[src/rtl/l2_port_arbiter_if.sv]
// Wishbone-style line bus between one master and one slave.
// The master modport drives the request side; the slave modport returns data and ack.
interface l2_port_arbiter_if #(
  parameter int unsigned ADR_W = 12,
  parameter int unsigned DAT_W = 128,
  parameter int unsigned SEL_W = 16
);

  logic             cyc;
  logic             stb;
  logic             we;
  logic [ADR_W-1:0] adr;
  logic [SEL_W-1:0] sel;
  logic [DAT_W-1:0] dat_m;
  logic [DAT_W-1:0] dat_s;
  logic             ack;

  modport master (
    output cyc, stb, we, adr, sel, dat_m,
    input  dat_s, ack
  );

  modport slave (
    input  cyc, stb, we, adr, sel, dat_m,
    output dat_s, ack
  );

endinterface

[src/rtl/l2_port_arbiter.sv]
// Round-robin arbiter sharing the single L2 line port between the icache and dcache masters.
// One line transaction at a time; ack/data are routed back only to the granted master.
module l2_port_arbiter #(
  parameter int unsigned ADR_W = 12,
  parameter int unsigned DAT_W = 128,
  parameter int unsigned SEL_W = DAT_W / 8
) (
  input  logic                  clk,
  input  logic                  rst,
  l2_port_arbiter_if.slave      i,
  l2_port_arbiter_if.slave      d,
  l2_port_arbiter_if.master     l2,
  output logic [15:0]           conflict_count
);

  localparam int unsigned CNT_W = 16;

  localparam logic [1:0] IDLE    = 2'd0;
  localparam logic [1:0] SERVE_I = 2'd1;
  localparam logic [1:0] SERVE_D = 2'd2;
  localparam logic [1:0] GAP     = 2'd3;

  localparam logic GRANT_I = 1'b0;
  localparam logic GRANT_D = 1'b1;

  logic [1:0] state;
  logic [1:0] state_nxt;
  logic       last_grant;
  logic       last_grant_nxt;
  logic       i_req;
  logic       d_req;

  // The icache is read-only and always fetches whole lines.
  logic unused_icache_wr;
  assign unused_icache_wr = &{1'b0, i.we, i.sel, i.dat_m};

  assign i_req = i.cyc & i.stb;
  assign d_req = d.cyc & d.stb;

  always_ff @(posedge clk) begin
    if (rst) begin
      state      <= IDLE;
      last_grant <= GRANT_I;
    end else begin
      state      <= state_nxt;
      last_grant <= last_grant_nxt;
    end
  end

  // Next-state and bus steering; the grant decision lands in state so L2 sees it a cycle later.
  always_comb begin
    state_nxt      = state;
    last_grant_nxt = last_grant;
    l2.cyc         = 1'b0;
    l2.stb         = 1'b0;
    l2.we          = 1'b0;
    l2.adr         = '0;
    l2.sel         = '0;
    l2.dat_m       = '0;
    i.ack          = 1'b0;
    i.dat_s        = '0;
    d.ack          = 1'b0;
    d.dat_s        = '0;

    case (state)
      IDLE: begin
        if (i_req && d_req) begin
          state_nxt = (last_grant == GRANT_I) ? SERVE_D : SERVE_I;
        end else if (d_req) begin
          state_nxt = SERVE_D;
        end else if (i_req) begin
          state_nxt = SERVE_I;
        end
      end

      SERVE_I: begin
        l2.cyc = 1'b1;
        l2.stb = 1'b1;
        l2.adr = i.adr;
        l2.sel = '1;
        if (l2.ack) begin
          i.ack          = 1'b1;
          i.dat_s        = l2.dat_s;
          last_grant_nxt = GRANT_I;
          state_nxt      = GAP;
        end else if (!i_req) begin
          state_nxt = IDLE;
        end
      end

      SERVE_D: begin
        l2.cyc   = 1'b1;
        l2.stb   = 1'b1;
        l2.we    = d.we;
        l2.adr   = d.adr;
        l2.sel   = d.sel;
        l2.dat_m = d.dat_m;
        if (l2.ack) begin
          d.ack          = 1'b1;
          d.dat_s        = l2.dat_s;
          last_grant_nxt = GRANT_D;
          state_nxt      = GAP;
        end else if (!d_req) begin
          state_nxt = IDLE;
        end
      end

      GAP: begin
        state_nxt = IDLE;
      end

      default: begin
        state_nxt = IDLE;
      end
    endcase
  end

  // Saturating count of cycles in which both masters are requesting.
  always_ff @(posedge clk) begin
    if (rst) begin
      conflict_count <= '0;
    end else if (i_req && d_req && (conflict_count != '1)) begin
      conflict_count <= conflict_count + CNT_W'(1);
    end
  end

endmodule
[src/flat_wrapper.sv]
// flat-port wrapper written by rule: the top's interface ports become plain ports
module l2_port_arbiter_flat 
#(
  parameter int unsigned ADR_W = 12,
  parameter int unsigned DAT_W = 128,
  parameter int unsigned SEL_W = DAT_W / 8
)
  (clk, rst, conflict_count, i_cyc, i_stb, i_we, i_adr, i_sel, i_dat_m, i_dat_s, i_ack, d_cyc, d_stb, d_we, d_adr, d_sel, d_dat_m, d_dat_s, d_ack, l2_cyc, l2_stb, l2_we, l2_adr, l2_sel, l2_dat_m, l2_dat_s, l2_ack);
  l2_port_arbiter_if #(.ADR_W(ADR_W), .DAT_W(DAT_W), .SEL_W(SEL_W)) i_i ();
  l2_port_arbiter_if #(.ADR_W(ADR_W), .DAT_W(DAT_W), .SEL_W(SEL_W)) d_i ();
  l2_port_arbiter_if #(.ADR_W(ADR_W), .DAT_W(DAT_W), .SEL_W(SEL_W)) l2_i ();
  input  logic clk;
  input  logic rst;
  output logic [15:0] conflict_count;
  input wire logic [$bits(i_i.cyc)-1:0] i_cyc;
  input wire logic [$bits(i_i.stb)-1:0] i_stb;
  input wire logic [$bits(i_i.we)-1:0] i_we;
  input wire logic [$bits(i_i.adr)-1:0] i_adr;
  input wire logic [$bits(i_i.sel)-1:0] i_sel;
  input wire logic [$bits(i_i.dat_m)-1:0] i_dat_m;
  output wire logic [$bits(i_i.dat_s)-1:0] i_dat_s;
  output wire logic [$bits(i_i.ack)-1:0] i_ack;
  input wire logic [$bits(d_i.cyc)-1:0] d_cyc;
  input wire logic [$bits(d_i.stb)-1:0] d_stb;
  input wire logic [$bits(d_i.we)-1:0] d_we;
  input wire logic [$bits(d_i.adr)-1:0] d_adr;
  input wire logic [$bits(d_i.sel)-1:0] d_sel;
  input wire logic [$bits(d_i.dat_m)-1:0] d_dat_m;
  output wire logic [$bits(d_i.dat_s)-1:0] d_dat_s;
  output wire logic [$bits(d_i.ack)-1:0] d_ack;
  output wire logic [$bits(l2_i.cyc)-1:0] l2_cyc;
  output wire logic [$bits(l2_i.stb)-1:0] l2_stb;
  output wire logic [$bits(l2_i.we)-1:0] l2_we;
  output wire logic [$bits(l2_i.adr)-1:0] l2_adr;
  output wire logic [$bits(l2_i.sel)-1:0] l2_sel;
  output wire logic [$bits(l2_i.dat_m)-1:0] l2_dat_m;
  input wire logic [$bits(l2_i.dat_s)-1:0] l2_dat_s;
  input wire logic [$bits(l2_i.ack)-1:0] l2_ack;
  assign i_i.cyc = i_cyc;
  assign i_i.stb = i_stb;
  assign i_i.we = i_we;
  assign i_i.adr = i_adr;
  assign i_i.sel = i_sel;
  assign i_i.dat_m = i_dat_m;
  assign i_dat_s = i_i.dat_s;
  assign i_ack = i_i.ack;
  assign d_i.cyc = d_cyc;
  assign d_i.stb = d_stb;
  assign d_i.we = d_we;
  assign d_i.adr = d_adr;
  assign d_i.sel = d_sel;
  assign d_i.dat_m = d_dat_m;
  assign d_dat_s = d_i.dat_s;
  assign d_ack = d_i.ack;
  assign l2_cyc = l2_i.cyc;
  assign l2_stb = l2_i.stb;
  assign l2_we = l2_i.we;
  assign l2_adr = l2_i.adr;
  assign l2_sel = l2_i.sel;
  assign l2_dat_m = l2_i.dat_m;
  assign l2_i.dat_s = l2_dat_s;
  assign l2_i.ack = l2_ack;
  l2_port_arbiter #(.ADR_W(ADR_W), .DAT_W(DAT_W), .SEL_W(SEL_W)) u_core (.clk(clk), .rst(rst), .i(i_i), .d(d_i), .l2(l2_i), .conflict_count(conflict_count));
endmodule
[config.mk]
export PLATFORM = sky130hd
export DESIGN_NAME = l2_port_arbiter_flat
export DESIGN_NICKNAME = d
export VERILOG_FILES = /design/src/rtl/l2_port_arbiter_if.sv /design/src/rtl/l2_port_arbiter.sv /design/src/flat_wrapper.sv
export SDC_FILE = /design/constraint.sdc
export NUM_CORES = 1
export LEC_CHECK = 0
export ABC_AREA = 1
export BUFFER_PORTS_ARGS = -buffer_cell sky130_fd_sc_hd__buf_2
export CORE_AREA = 2 2 346 348
export CTS_CLUSTER_DIAMETER = 30
export DETAILED_ROUTE_END_ITERATION = 8
export DIE_AREA = 0 0 348 350
export GPL_TIMING_DRIVEN = 0
export HOLD_SLACK_MARGIN = 0.03
export SLEW_MARGIN = 20
export SYNTH_ARGS = -nofsm -noshare
export SYNTH_HDL_FRONTEND = slang
export SYNTH_SLANG_ARGS = --single-unit
[constraint.sdc]
create_clock -name clk -period 1.44 [get_ports clk]
set_input_delay 0.072 -clock clk [delete_from_list [all_inputs] [get_ports clk]]
set_output_delay 0.072 -clock clk [all_outputs]
set_load 0.05 [all_outputs]
# ---- Word level (Yosys, flattened, before mapping)
# Index checks and enable logic that the tools add are counted.
dict set report op_classes {
  addsub 1
  eq_ne 9
  n_mux 23
  bitwise 2
  reduce_logical 7
}
# operator n
set ops {}
lappend ops {{two-way mux 128 bit} 4}
lappend ops {{one-hot mux 16 bit (2 select lines)} 1}
lappend ops {{one-hot mux 12 bit (2 select lines)} 1}
lappend ops {{adder 16 x 1 -> 16 bit, second input constant} 1}
lappend ops {{two-way mux 2 bit} 8}
lappend ops {{inequality test 16 bit, second input constant} 1}
lappend ops {{one-hot mux 2 bit (4 select lines)} 1}
lappend ops {{two-way mux 1 bit} 7}
lappend ops {{inequality test 3 bit, second input constant} 2}
lappend ops {{AND reduction 3 bit} 2}
lappend ops {{== test 2 bit, second input constant} 2}
lappend ops {{inequality test 2 bit, second input constant} 2}
lappend ops {{inequality test 4 x 1 -> 1 bit, second input constant} 1}
lappend ops {{AND 1 bit} 2}
lappend ops {{== test 2 x 1 -> 1 bit, second input constant} 1}
lappend ops {{logical AND 1 bit} 2}
lappend ops {{zero test 2 bit} 1}
lappend ops {{one-hot mux 1 bit (2 select lines)} 1}
lappend ops {{nonzero test 2 bit} 1}
lappend ops {{OR reduction 2 bit} 1}
dict set report totals {
  reg_bits 19
  in_bits 449
  out_inout_bits 433
  elab_cells 45
}

# ---- Logic depth before layout (Yosys ltp)
# Gate-level depths: netlist of the first run.
dict set report logic_depth {
  depth_word 5
  ltp_mapped 10
  mapped_depth_nobuf 10
}

# ---- Worst setup path after synthesis of the first run
# Ideal clock, no wire load.
dict set report synth_path {
  kind {reg-to-output}
  from {reg u_core.state[0]}
  to {out l2_adr[0]}
  t_arrival_ns 2.134
  required_time_ns 1.368
  slack_ns -0.766
  path_stages_with_launch 6
  path_buffers 1
  cell_sequence {dfxtp_1 > inv_1 > ha_1 > inv_2 > buf_1 > a21oi_1}
}
dict set report synth_between {
  elab_chain_cells 2
  word_cells_on_any_way 3
  classes_between {eq/ne: 2; mux: 1}
}
# item line
set synth_rtl {}
lappend synth_rtl {{start: declaration} l2_port_arbiter.sv:26} ;# logic [1:0] state;
lappend synth_rtl {{start signal: assignment} l2_port_arbiter.sv:45} ;# state <= state_nxt;
lappend synth_rtl {{== test 2 bit / == test 2 x 1 -> 1 bit (equally long branches)} l2_port_arbiter.sv:65} ;# case (state)
lappend synth_rtl {{one-hot mux 12 bit (2 select lines) *} l2_port_arbiter.sv:65}
lappend synth_rtl {{end: declaration} flat_wrapper.sv:34} ;# output wire logic [$bits(l2_i.adr)-1:0] l2_adr;
# Every way passes the cells marked *; elsewhere a longest branch is shown, timed or not.

# ---- Final worst setup path of the first run
dict set report layout_path {
  from {reg u_core.state[1]}
  to {out l2_sel[5]}
}
dict set report layout_between {
  elab_chain_cells 2
  word_cells_on_any_way 3
  classes_between {eq/ne: 2; mux: 1}
}
# item line
set layout_rtl {}
lappend layout_rtl {{== test 2 bit / == test 2 x 1 -> 1 bit (equally long branches)} l2_port_arbiter.sv:65}
lappend layout_rtl {{one-hot mux 16 bit (2 select lines) *} l2_port_arbiter.sv:65}
lappend layout_rtl {{end: declaration} flat_wrapper.sv:35} ;# output wire logic [$bits(l2_i.sel)-1:0] l2_sel;
# Marked as above.

==> results by group, run 1 <==
Outcome
  • Outcome: complete, but fails checks
  • Violated checks: negative setup slack

Worst setup path
  • CP max FO: 5
  • Worst Path Required: 1370 ps
  • CP Launch Point: u_core.state[1]
  • CP startpoint kind: flop
  • R2r startpoint: u_core.state[0]
  • Critical setup path kind: flop to output port
  • Critical Path End Type: output port
  • Critical Path AT: 1880 ps

Cells and area
  • # fillers: 13.4k
  • Final core occ: 14.1%
  • Multi-input logic area: 4540 µm²
  • Post-route cell area: 16,600 µm²
  • Nets: 2,201
  • FF/Latch Area: 410 µm²
  • Layout area overhead: 303%
  • Layout cells sized above 1: 73.8%
  • Final std cells w/o fill: 3,289

Timing
  • RSZ-0062 raised after global routing: true
  • Hold Slack: 72.4 ps
  • Fmax: 0.513 GHz
  • Relative max-transition margin: 72.5%
  • Final min period: 1950 ps
  • Pins Over Slew Limit: 0
  • Final Hold Violating Endpoints: 0
  • Setup violators final: 427
  • Final setup margin: -509 ps
  • Clock skew: 8.83 ps
  • Tcrit/Tclk final: 135%
  • Pin slew with the least headroom to its limit: 412 ps

Floorplanning
  • Chip height: 350 µm
  • Starting Density: 3.50%
  • Core area: 118,000 µm²
  • Die Area: 122,000 µm²
  • Top Ports: 882
  • Row cnt: 126
  • Die width: 348 µm

Pwr
  • Logic pwr share: 94.0%
  • Int Pwr: 7.80 mW
  • Leak: 7.61 nW
  • Clk pwr share: 3.0%
  • Sw Ratio: 61.5%
  • Power Density: 1220 nW/µm²
  • Sequential share of power: 3.0%
  • Max VDD drop: 566 µV
  • Switching Power: 12.5 mW

Synthesis
  • Synth cell types: 24
  • Syn Area/Cell: 4.31 µm²
  • Sequential cell area fraction in the yosys report: 9.23%
  • Synth Instances: 956
  • YS warnings: 0
  • Seq cells post-synth: 19
  • Mapped cell area: 4120 µm²
  • Post-Syn Nets: 1,409

Place
  • Post-DP Area: 11,700 µm²
  • IO Port Bufs: 736
  • Placed cell count: 3,228
  • Pre-CTS WS: -1920 ps
  • Routability congestion estimate: 0.927
  • Hpwl dp: 70.5 mm

Routing
  • Drc violations: 0
  • WL/cell: 24.3 µm
  • DR vias: 9,472
  • DR iter-0 viols: 473
  • Via/cell ratio: 2.88
  • Detailed Route WL: 80.1 mm
  • DRT Pass-1 Iters: 5
  • Post-route ant nets: 0

Min path
  • Worst hold path type: input pin to flop
  • Hold Crit Start: rst

GRT
  • Initial antenna violation count: 91
  • First-pass GRT wire length: 92.6 mm
  • Overall routing resource usage: 11.8%
  • Largest net degree at the start of global routing: 11
  • GRT overflow: 0
  • Vias in the first global route: 8,682

Clocking
  • Clock Pin Slew Worst Setup and Hold Paths: 70 ps
  • Clock Sinks: 19
  • Worst skew pair latency: 260 ps
  • Htree depth: 1
  • Clk root buf: clkbuf_16
  • CTS Buf Count: 3
  • Hold buffer count at CTS: 0
  • CTS Buffer Depth: 2
  • CTS tree: built

Flow run
  • # Max-Cap Violations: 0
-- final timing paths --
kind,to,slack [ps],depth (start not counted)
setup / recovery,l2_sel[5],-510,7
hold / removal,u_core.conflict_count[14],70,2
setup reg to reg,u_core.state[1],-130,8
hold reg to reg,u_core.conflict_count[10],520,2
-- critical path: stages (launching register included) --
cell and delay, ps:
dfxtp_4 370, inv_6 70, ha_4 170, buf_12 140
clkinvlp_4 160, clkbuf_16 210, a21oi_4 270, buf_6 200
-- state kept, by name, indices dropped and copies added, names as in the netlist --
| signal | count |
|---|---|
| u_core.conflict_count | 16 |
| u_core.last_grant | 1 |
| u_core.state | 2 |
-- metal layers --
metal,vias to the layer above,global-route usage [%],wire (µm)
li1,4223,-,-
met1,4345,14.3,32600
met2,687,19.6,36400
met3,185,5.97,9160
met4,32,0.724,1670
met5,-,0,211
-- cells in the final DEF (no fill, tap or decap), drive strengths merged --
cell type and count:
o21ai 7, diode 6, nand4 1, buf 786
a21oi 38, xnor2 1, clkbuf 59, nand2 225
inv 178, dfxtp 19, nor3 4, clkinvlp 104
nand3b 1, nor2 300, ha 4, nand3 20
-- what timing repair did --
item / in CTS / in global routing
setup endpoints to repair: 429 / 436
buffers inserted: 8 / 15
cloned: 5 / 24
gates resized for setup: 581 / 661
pin swaps: 17 / 18
-- area by class of cell --
class                      count  share of cell area (%)
multi-input combinational    601                    27.3
sequential                    19                    2.47
buffer                        53                    5.77
timing repair buffer         788                    43.5
inverter                     282                    8.89
tap                         1536                    11.6
antenna                        6                  0.0903
clock buffer                   4                   0.474
-- power by group through the flow --
stage	combinational (mW)	sequential, mW	clock (mW)
floorplan	9.04	0.607	0
global placement	13.2	0.591	0
detailed placement	13.2	0.591	0
CTS	15.9	0.592	0.632
global route	19.8	0.605	0.669
finish	19.0	0.602	0.611
-- stage by stage --
step	total power [mW]	setup TNS, ps
3_5_place_dp	13.8	-472310
5_1_grt	21.1	-181600
4_1_cts	17.1	-181420
3_3_place_gp	13.8	-495720
6_report	20.3	-155280
2_1_floorplan	9.64	-53410
-- kinds of logic (layout without fill, tap and decap cells) --
| logic type | Yosys count | in the layout | share of synthesized area (%) |
|---|---|---|---|
| other | 0 | 6 | 0 |
| buffers and inverters | 336 | 1127 | 31.5 |
| xor gates and xnor gates | 1 | 1 | 0.213 |
| AOI/OAI and AO/OA | 45 | 45 | 5.46 |
| and+or+nand+nor | 551 | 551 | 52.4 |
| DFF | 19 | 19 | 9.23 |
| adders and majority gates | 4 | 4 | 1.21 |
-- cell usage after synthesis --
| master | count | area (µm²) |
|---|---|---|
| a21oi_1 | 38 | 190 |
| buf_1 | 5 | 18.8 |
| buf_2 | 15 | 75.1 |
| buf_4 | 1 | 7.51 |
| buf_6 | 2 | 22.5 |
| clkbuf_1 | 31 | 116 |
| dfxtp_1 | 19 | 380 |
| ha_1 | 4 | 50.1 |
| inv_1 | 279 | 1050 |
| inv_2 | 3 | 11.3 |
| nand2_1 | 222 | 833 |
| nand2_2 | 1 | 6.26 |
| nand2_4 | 2 | 22.5 |
| nand3_1 | 20 | 100 |
| nand3b_1 | 1 | 7.51 |
| nand4_1 | 1 | 6.26 |
| nor2_1 | 295 | 1110 |
| nor2_2 | 2 | 12.5 |
| nor2_4 | 2 | 22.5 |
| nor2_8 | 1 | 20.0 |
| nor3_1 | 4 | 20.0 |
| o21ai_0 | 6 | 30.0 |
| o21ai_1 | 1 | 5.00 |
| xnor2_1 | 1 | 8.76 |
Note: power is estimated with default switching activity, not from simulation.
==> run 2: changes to the inputs <==
Settings changed: PLACE_DENSITY from default to 0.3.
==> run 2 against run 1 <==
The flow still finishes with violations (negative setup slack). Sequential share of layout area down 0.060 points. Total power down 2.5%. Global-route usage down 1.5 points. Cell area up 3.1%. Register-to-register slack better by 70 ps. Die area unchanged. Count of clock-buffer cells in the layout down 1. Combinational power down 3%. Hold slack worse by 10 ps. Routed wire length down 16%.
==> results by group, run 2 (synthesis gave the netlist of run 1 again) <==
Outcome
  • Outcome: complete, but fails checks
  • Violated checks: negative setup slack

Cells and area
  • Final std cells w/o fill: 3,288 (-0.030%)
  • Nets: 2,200 (-0.045%)
  • # fillers: 13.5k (+0.66%)
  • Most frequent cells in the layout: buf_2, nor2_4, buf_6, inv_1, nand2_1
  • Regs by FF count: u_core.conflict_count: 16 flops, u_core.state: 2 flops, u_core.last_grant: 1 flops
  • Final core occ: 14.6% (+0.44 points)
  • Layout area overhead: 316%
  • Layout cells sized above 1: 77.1% (+3.3 points)
  • Commonest non-fill, non-tap cell in the layout: buf_2
  • Max reg flops: 16 (unchanged)
  • Reg with most FFs: u_core.conflict_count

GRT
  • Overall routing resource usage: 10.3% (-1.5 points)
  • Vias in the first global route: 8,803 (+1.4%)
  • GRT overflow: 0 (unchanged)
  • First-pass GRT wire length: 84.1 mm (-9.2%)
  • Initial antenna violation count: 62 (-32%)
  • Largest net degree at the start of global routing: 13 (+2)

Timing
  • Final Hold Violating Endpoints: 0 (unchanged)
  • Hold Slack: 62.4 ps (-10.0 ps)
  • Pin slew with the least headroom to its limit: 476 ps (+64.6 ps)
  • Clock skew: 10.2 ps (+1.37 ps)
  • Setup violators final: 428 (+0.23%)
  • Tcrit/Tclk final: 132% (-3.0 points)
  • Final setup margin: -466 ps (+42.8 ps)
  • Pins Over Slew Limit: 0 (unchanged)
  • Relative max-transition margin: 68.2% (-4.3 points)
  • RSZ-0062 raised after global routing: true
  • Final min period: 1910 ps (-42.8 ps)
  • Fmax: 0.525 GHz (+2.2%)

Place
  • IO Port Bufs: 736 (unchanged)
  • Routability congestion estimate: 0.838 (-9.5%)
  • Placed cell count: 3,228 (unchanged)
  • Hpwl dp: 59.5 mm (-16%)

Pwr
  • Power Density: 1150 nW/µm² (-5.5%)
  • Leak: 7.36 nW (-3.4%)
  • Max VDD drop: 768 µV (+36%)
  • Overall power: 19.7 mW (-2.5%)

Routing
  • DRT Pass-1 Iters: 5 (unchanged)
  • Detailed Route WL: 67.0 mm (-16%)
  • Drc violations: 0 (unchanged)
  • DR vias: 8,822 (-6.9%)
  • WL/cell: 20.4 µm (-16%)
  • Via/cell ratio: 2.68 (-6.8%)
  • Post-route ant nets: 0 (unchanged)
  • DR iter-0 viols: 286 (-40%)

Worst setup path
  • CP startpoint kind: flop
  • Worst Path Required: 1370 ps (about the same)
  • Critical Path End Type: output port
  • Critical setup path kind: flop to output port
  • CP max FO: 8 (+3)
  • Critical Path AT: 1830 ps (-50 ps)

Clocking
  • CTS Buf Count: 3 (unchanged)
  • Htree depth: 1 (unchanged)
  • CTS tree: built
  • Clk root buf: clkbuf_16
  • Clock Pin Slew Worst Setup and Hold Paths: 60 ps (about the same)
  • Worst skew pair latency: 260 ps (about the same)
  • CTS Buffer Depth: 2 (unchanged)
  • Clock Sinks: 19 (unchanged)

Floorplanning
  • Top Ports: 882 (unchanged)
  • Die width: 348 µm (unchanged)
  • Die Area: 122,000 µm² (unchanged)
  • Core area: 118,000 µm² (unchanged)
  • Chip height: 350 µm (unchanged)
  • Row cnt: 126 (unchanged)
  • Starting Density: 3.50% (unchanged)

Min path
  • Worst hold path type: input pin to flop

Flow run
  • # Max-Cap Violations: 0 (unchanged)
## run 2: cell type report
class / instances / area [µm²] / area share (%)
Clock buffer: 3 / 75.1 / 0.438
Sequential cell: 19 / 413 / 2.41
Tap cell: 1536 / 1920 / 11.2
Timing Repair Buffer: 788 / 7230 / 42.2
Inverter: 282 / 1470 / 8.56
Buffer: 52 / 1020 / 5.98
Antenna cell: 6 / 15.0 / 0.0876
Multi-Input combinational cell: 601 / 4980 / 29.1
Clock inverter: 1 / 7.51 / 0.0438
## run 2: path summary, 6_finish.rpt
| path | end | start | cells after the start | slack, ps |
|---|---|---|---|---|
| max | i_dat_s[35] | u_core.state[1] | 7 | -470 |
| max reg2reg | u_core.last_grant | u_core.state[1] | 8 | -60 |
| min reg2reg | u_core.last_grant | u_core.last_grant | 2 | 470 |
| min | u_core.state[1] | rst | 2 | 60 |
## run 2: metal layers
| metal | vias up | wire (µm) | GRT usage (%) |
|---|---|---|---|
| li1 | 4232 | - | - |
| met1 | 3944 | 25400 | 11.9 |
| met2 | 519 | 33200 | 18.8 |
| met3 | 99 | 7300 | 4.34 |
| met4 | 28 | 867 | 0.177 |
| met5 | - | 172 | 0 |
## run 2: worst max-delay path, stage by stage (launching register included)
cell and delay [ps]:
dfxtp_4 360, inv_4 60, ha_4 240, nand2_8 160, clkbuf_16 240, clkbuf_16 180
nor2_4 120, buf_6 170
## run 2: repair_timing
action | in CTS | in global routing
resized for setup | 919 | 466
pin swaps | 18 | 12
setup endpoints to repair | 427 | 436
hold buffers | 0 | 0
gates cloned | 21 | 4
setup buffers | 19 | 9
## run 2: metrics by stage
step                      setup slack [ps]  setup TNS [ps]  area, µm²
after floorplan                       -394          -53410       6090
after global placement               -2080         -375790      11700
after detailed placement             -1550         -310740      11700
after CTS                             -505         -163420      15600
after global routing                  -520         -170830      17100
final                                 -466         -137090      17100
## run 2: power breakdown
part | internal (mW) | switching [mW]
logic | 6.93 | 11.6
clock network | 0.376 | 0.230
registers | 0.565 | 0.0421
==> run 3: changes to the inputs <==
Settings changed: ABC_AREA 1 to default, ABC_CLOCK_PERIOD_IN_PS from default to 1440.
==> run 3 against run 2 <==
The run still ends with negative setup slack left. Sequential share of layout area fell by 0.054 points. Hold slack improved by 120 ps. Register-to-register slack got worse by 290 ps. First-iteration DRC count rose by 22%. Area after synthesis rose by 0.46%. Core utilization rose by 1.5 points. Setup slack got worse by 130 ps. Total power rose by 34%. Critical path depth did not move. Clock power rose by 1%. Via count rose by 1.3%.
==> results by group, run 3 <==
Timing
  • Tcrit/Tclk final: 141% (+8.9 points)
  • RSZ-0062 raised after global routing: true
  • Setup violators final: 434 (+1.4%)
  • Final Hold Violating Endpoints: 0 (unchanged)
  • Relative max-transition margin: 58.0% (-10 points)
  • Pin slew with the least headroom to its limit: 631 ps (+154 ps)
  • Sum of negative setup slack: -167,320 ps (-30,230 ps)
  • Final setup margin: -594 ps (-128 ps)
  • Pins Over Slew Limit: 0 (unchanged)
  • Final min period: 2030 ps (+128 ps)
  • Clock skew: 4.63 ps (-5.57 ps)
  • Fmax: 0.492 GHz (-6.3%)

Worst setup path
  • Worst Path Required: 1370 ps (about the same)
  • CP max stage delay: 490 ps (+130 ps)
  • Slowest cell on crit path: a22oi_2
  • Most frequent CP cell: clkbuf_16
  • Critical Path End Type: output port
  • Critical path cell sequence: inv_4, ha_4, clkbuf_16, clkbuf_16, a22oi_2, nor2b_4, buf_6
  • Critical Path AT: 1960 ps (+130 ps)
  • Critical setup path kind: flop to output port
  • CP max FO: 7 (-1)
  • CP startpoint kind: flop

Routing
  • Drc violations: 0 (unchanged)
  • DR vias: 8,935 (+1.3%)
  • Detailed Route WL: 75.8 mm (+13%)
  • Post-route ant nets: 0 (unchanged)
  • DR iter-0 viols: 350 (+22%)
  • WL/cell: 24.8 µm (+22%)
  • DRT Pass-1 Iters: 4 (-1)
  • Via/cell ratio: 2.93 (+9.1%)

Clocking
  • Htree depth: 1 (unchanged)
  • Clock Pin Slew Worst Setup and Hold Paths: 60 ps (about the same)
  • CTS Buffer Depth: 2 (unchanged)
  • Clock Sinks: 19 (unchanged)
  • Clk root buf: clkbuf_16
  • Worst skew pair latency: 260 ps (about the same)
  • CTS Buf Count: 3 (unchanged)
  • CTS tree: built

GRT
  • Global Route met3 Usage: 3.91% (-0.43 points)
  • Most Used Layer, Global Route: met2
  • Routing usage on met2: 18.3% (-0.49 points)
  • Vias in the first global route: 9,396 (+6.7%)
  • First-pass GRT wire length: 94.4 mm (+12%)
  • Largest net degree at the start of global routing: 11 (-2)
  • Overall routing resource usage: 11.8% (+1.4 points)
  • Initial antenna violation count: 66 (+6.5%)
  • GRT overflow: 0 (unchanged)
  • Met1 track demand over resource: 16.1% (+4.2 points)

Cells and area
  • Reg with most FFs: u_core.conflict_count
  • Commonest non-fill, non-tap cell in the layout: buf_8
  • Regs by FF count: u_core.conflict_count: 16 flops, u_core.state: 2 flops, u_core.last_grant: 1 flops
  • Post-route cell area: 18,900 µm² (+10%)
  • # fillers: 13.1k (-2.8%)
  • Layout cells sized above 1: 94.4% (+17 points)
  • Multi-input logic area: 5590 µm² (+12%)
  • FF/Latch Area: 445 µm² (+7.9%)
  • Max reg flops: 16 (unchanged)
  • Layout area overhead: 357%
  • Nets: 1,957 (-11%)
  • Most frequent cells in the layout: buf_8, buf_2, and3_4, and2_4, buf_6
  • Final std cells w/o fill: 3,053 (-7.1%)

Synthesis
  • Synth cell types: 35 (+46%)
  • YS warnings: 0 (unchanged)
  • Sequential cell area fraction in the yosys report: 9.19% (-0.042 points)
  • Area leader, netlist: and3_1
  • Area contributors post-synth: and3_1, and2_1, dfxtp_1, clkbuf_1, nor2b_1
  • Count leader, synth: and3_1
  • Synth top area share: 38.8% (+12 points)
  • Commonest cells post-synth: and3_1, and2_1, clkbuf_1, a21oi_1, nor2b_1
  • FFs w/ async S/R, synth: 0% (unchanged)
  • Syn Area/Cell: 6.37 µm² (+48%)
  • Most used DFF post-synth: dfxtp_1
  • Mapped cell area: 4140 µm² (+0.46%)
  • Seq cells post-synth: 19 (unchanged)
  • Post-synth EDFFs: 0 (unchanged)
  • Post-Syn Nets: 1,103 (-22%)
  • Synth Instances: 650 (-32%)

Flow run
  • # Max-Cap Violations: 0 (unchanged)

Place
  • IO Port Bufs: 735 (-0.14%)
  • Hpwl dp: 63.4 mm (+6.4%)
  • Placed cell count: 2,921 (-9.5%)
  • Routability congestion estimate: 0.819 (-2.3%)
  • Post-DP Area: 11,200 µm² (-4.6%)

Floorplanning
  • Die width: 348 µm (unchanged)
  • Die Area: 122,000 µm² (unchanged)
  • Starting Density: 3.52% (+0.016 points)
  • Core area: 118,000 µm² (unchanged)
  • Chip height: 350 µm (unchanged)
  • Row cnt: 126 (unchanged)
  • Top Ports: 882 (unchanged)

Pwr
  • Sw Ratio: 50.9% (-9.3 points)
  • Switching Power: 13.4 mW (+13%)
  • Leak: 7.96 nW (+8.2%)
  • Sequential share of power: 2.2% (-0.9 points)
  • Int Pwr: 13.0 mW (+65%)
  • Logic pwr share: 95.5% (+1.6 points)
  • Clk pwr share: 2.3% (-0.8 points)
  • Max VDD drop: 1030 µV (+35%)
  • Power Density: 1400 nW/µm² (+21%)

Outcome
  • Violated checks: negative setup slack
  • Outcome: complete, but fails checks

Min path
  • Worst hold path type: input pin to flop
[run 3: cell types whose count changed after synthesis, sizes merged, moves of 12 or more]
cell    previous run  this run
nor2             300         4
inv              282         6
nand2            225        10
nor2b              0        30
a22oi              0        12
and2               0       132
clkbuf            31        82
nand3             20         7
buf               23         4
and3               0       257
[run 3: metal layers]
layer	wire, µm	part of all wire [%]
met1	34400	45
met2	32500	43
met3	7320	9.7
met4	1440	1.9
met5	86	0.11
[run 3: worst max-delay path, delay by kind of cell, from the launching register on]
kind	cells	cell delay [ps]
buf+inv	4	570
compound gates	1	490
fa+ha+maj	1	170
flops	1	380
simple gates	1	70
[run 3: final timing paths]
kind / start / end / slack [ps] / cells past startpoint
setup / recovery: u_core.state[0] / l2_adr[9] / -590 / 7
hold / removal: rst / u_core.conflict_count[15] / 190 / 3
setup reg to reg: u_core.state[0] / u_core.state[1] / -350 / 8
hold reg to reg: u_core.last_grant / u_core.last_grant / 500 / 2
[run 3: power by group through the flow]
stage               Combinational, mW  Clock, mW  Sequential, mW
global placement                 14.6          0           0.560
floorplan                        10.0          0           0.559
CTS                              24.5      0.628           0.577
detailed placement               14.5          0           0.561
finish                           25.2      0.614           0.576
global route                     26.3      0.655           0.579
[run 3: timing repair]
action | CTS | global route
hold buffers | 0 | 0
setup buffers | 57 | 33
cloned | 45 | 5
setup endpoints to repair | 433 | 436
pin swaps | 49 | 36
hold endpoints to repair | 0 | 0
gates resized for setup | 1574 | 303
[run 3: logic make-up after synthesis]
group,share of synthesized area [%]
compound gates,9.28
mux,0.544
flops,9.19
fa+ha+maj,1.21
simple gates,71.3
buf+inv,8.49
[run 3: layout make-up]
type / count / area share [%]
plain buffers: 74 / 5.73
well taps: 1536 / 10.2
multi-input cells: 539 / 29.6
repair buffers: 861 / 51.4
diodes: 14 / 0.185
inverters: 6 / 0.146
flip-flops and latches: 19 / 2.36
clock buffers: 4 / 0.417
[run 3: through the flow]
stage / power, mW / utilization (%) / hold slack (ps) / worst slack [ps]
after floorplan: 10.6 / - / 315 / -153
after global placement: 15.2 / 9.47 / 459 / -1980
after detailed placement: 15.1 / 9.47 / 462 / -1630
after CTS: 25.7 / 15.3 / 190 / -606
after global routing: 27.5 / 16.0 / 196 / -588
final: 26.4 / 16.1 / 187 / -594
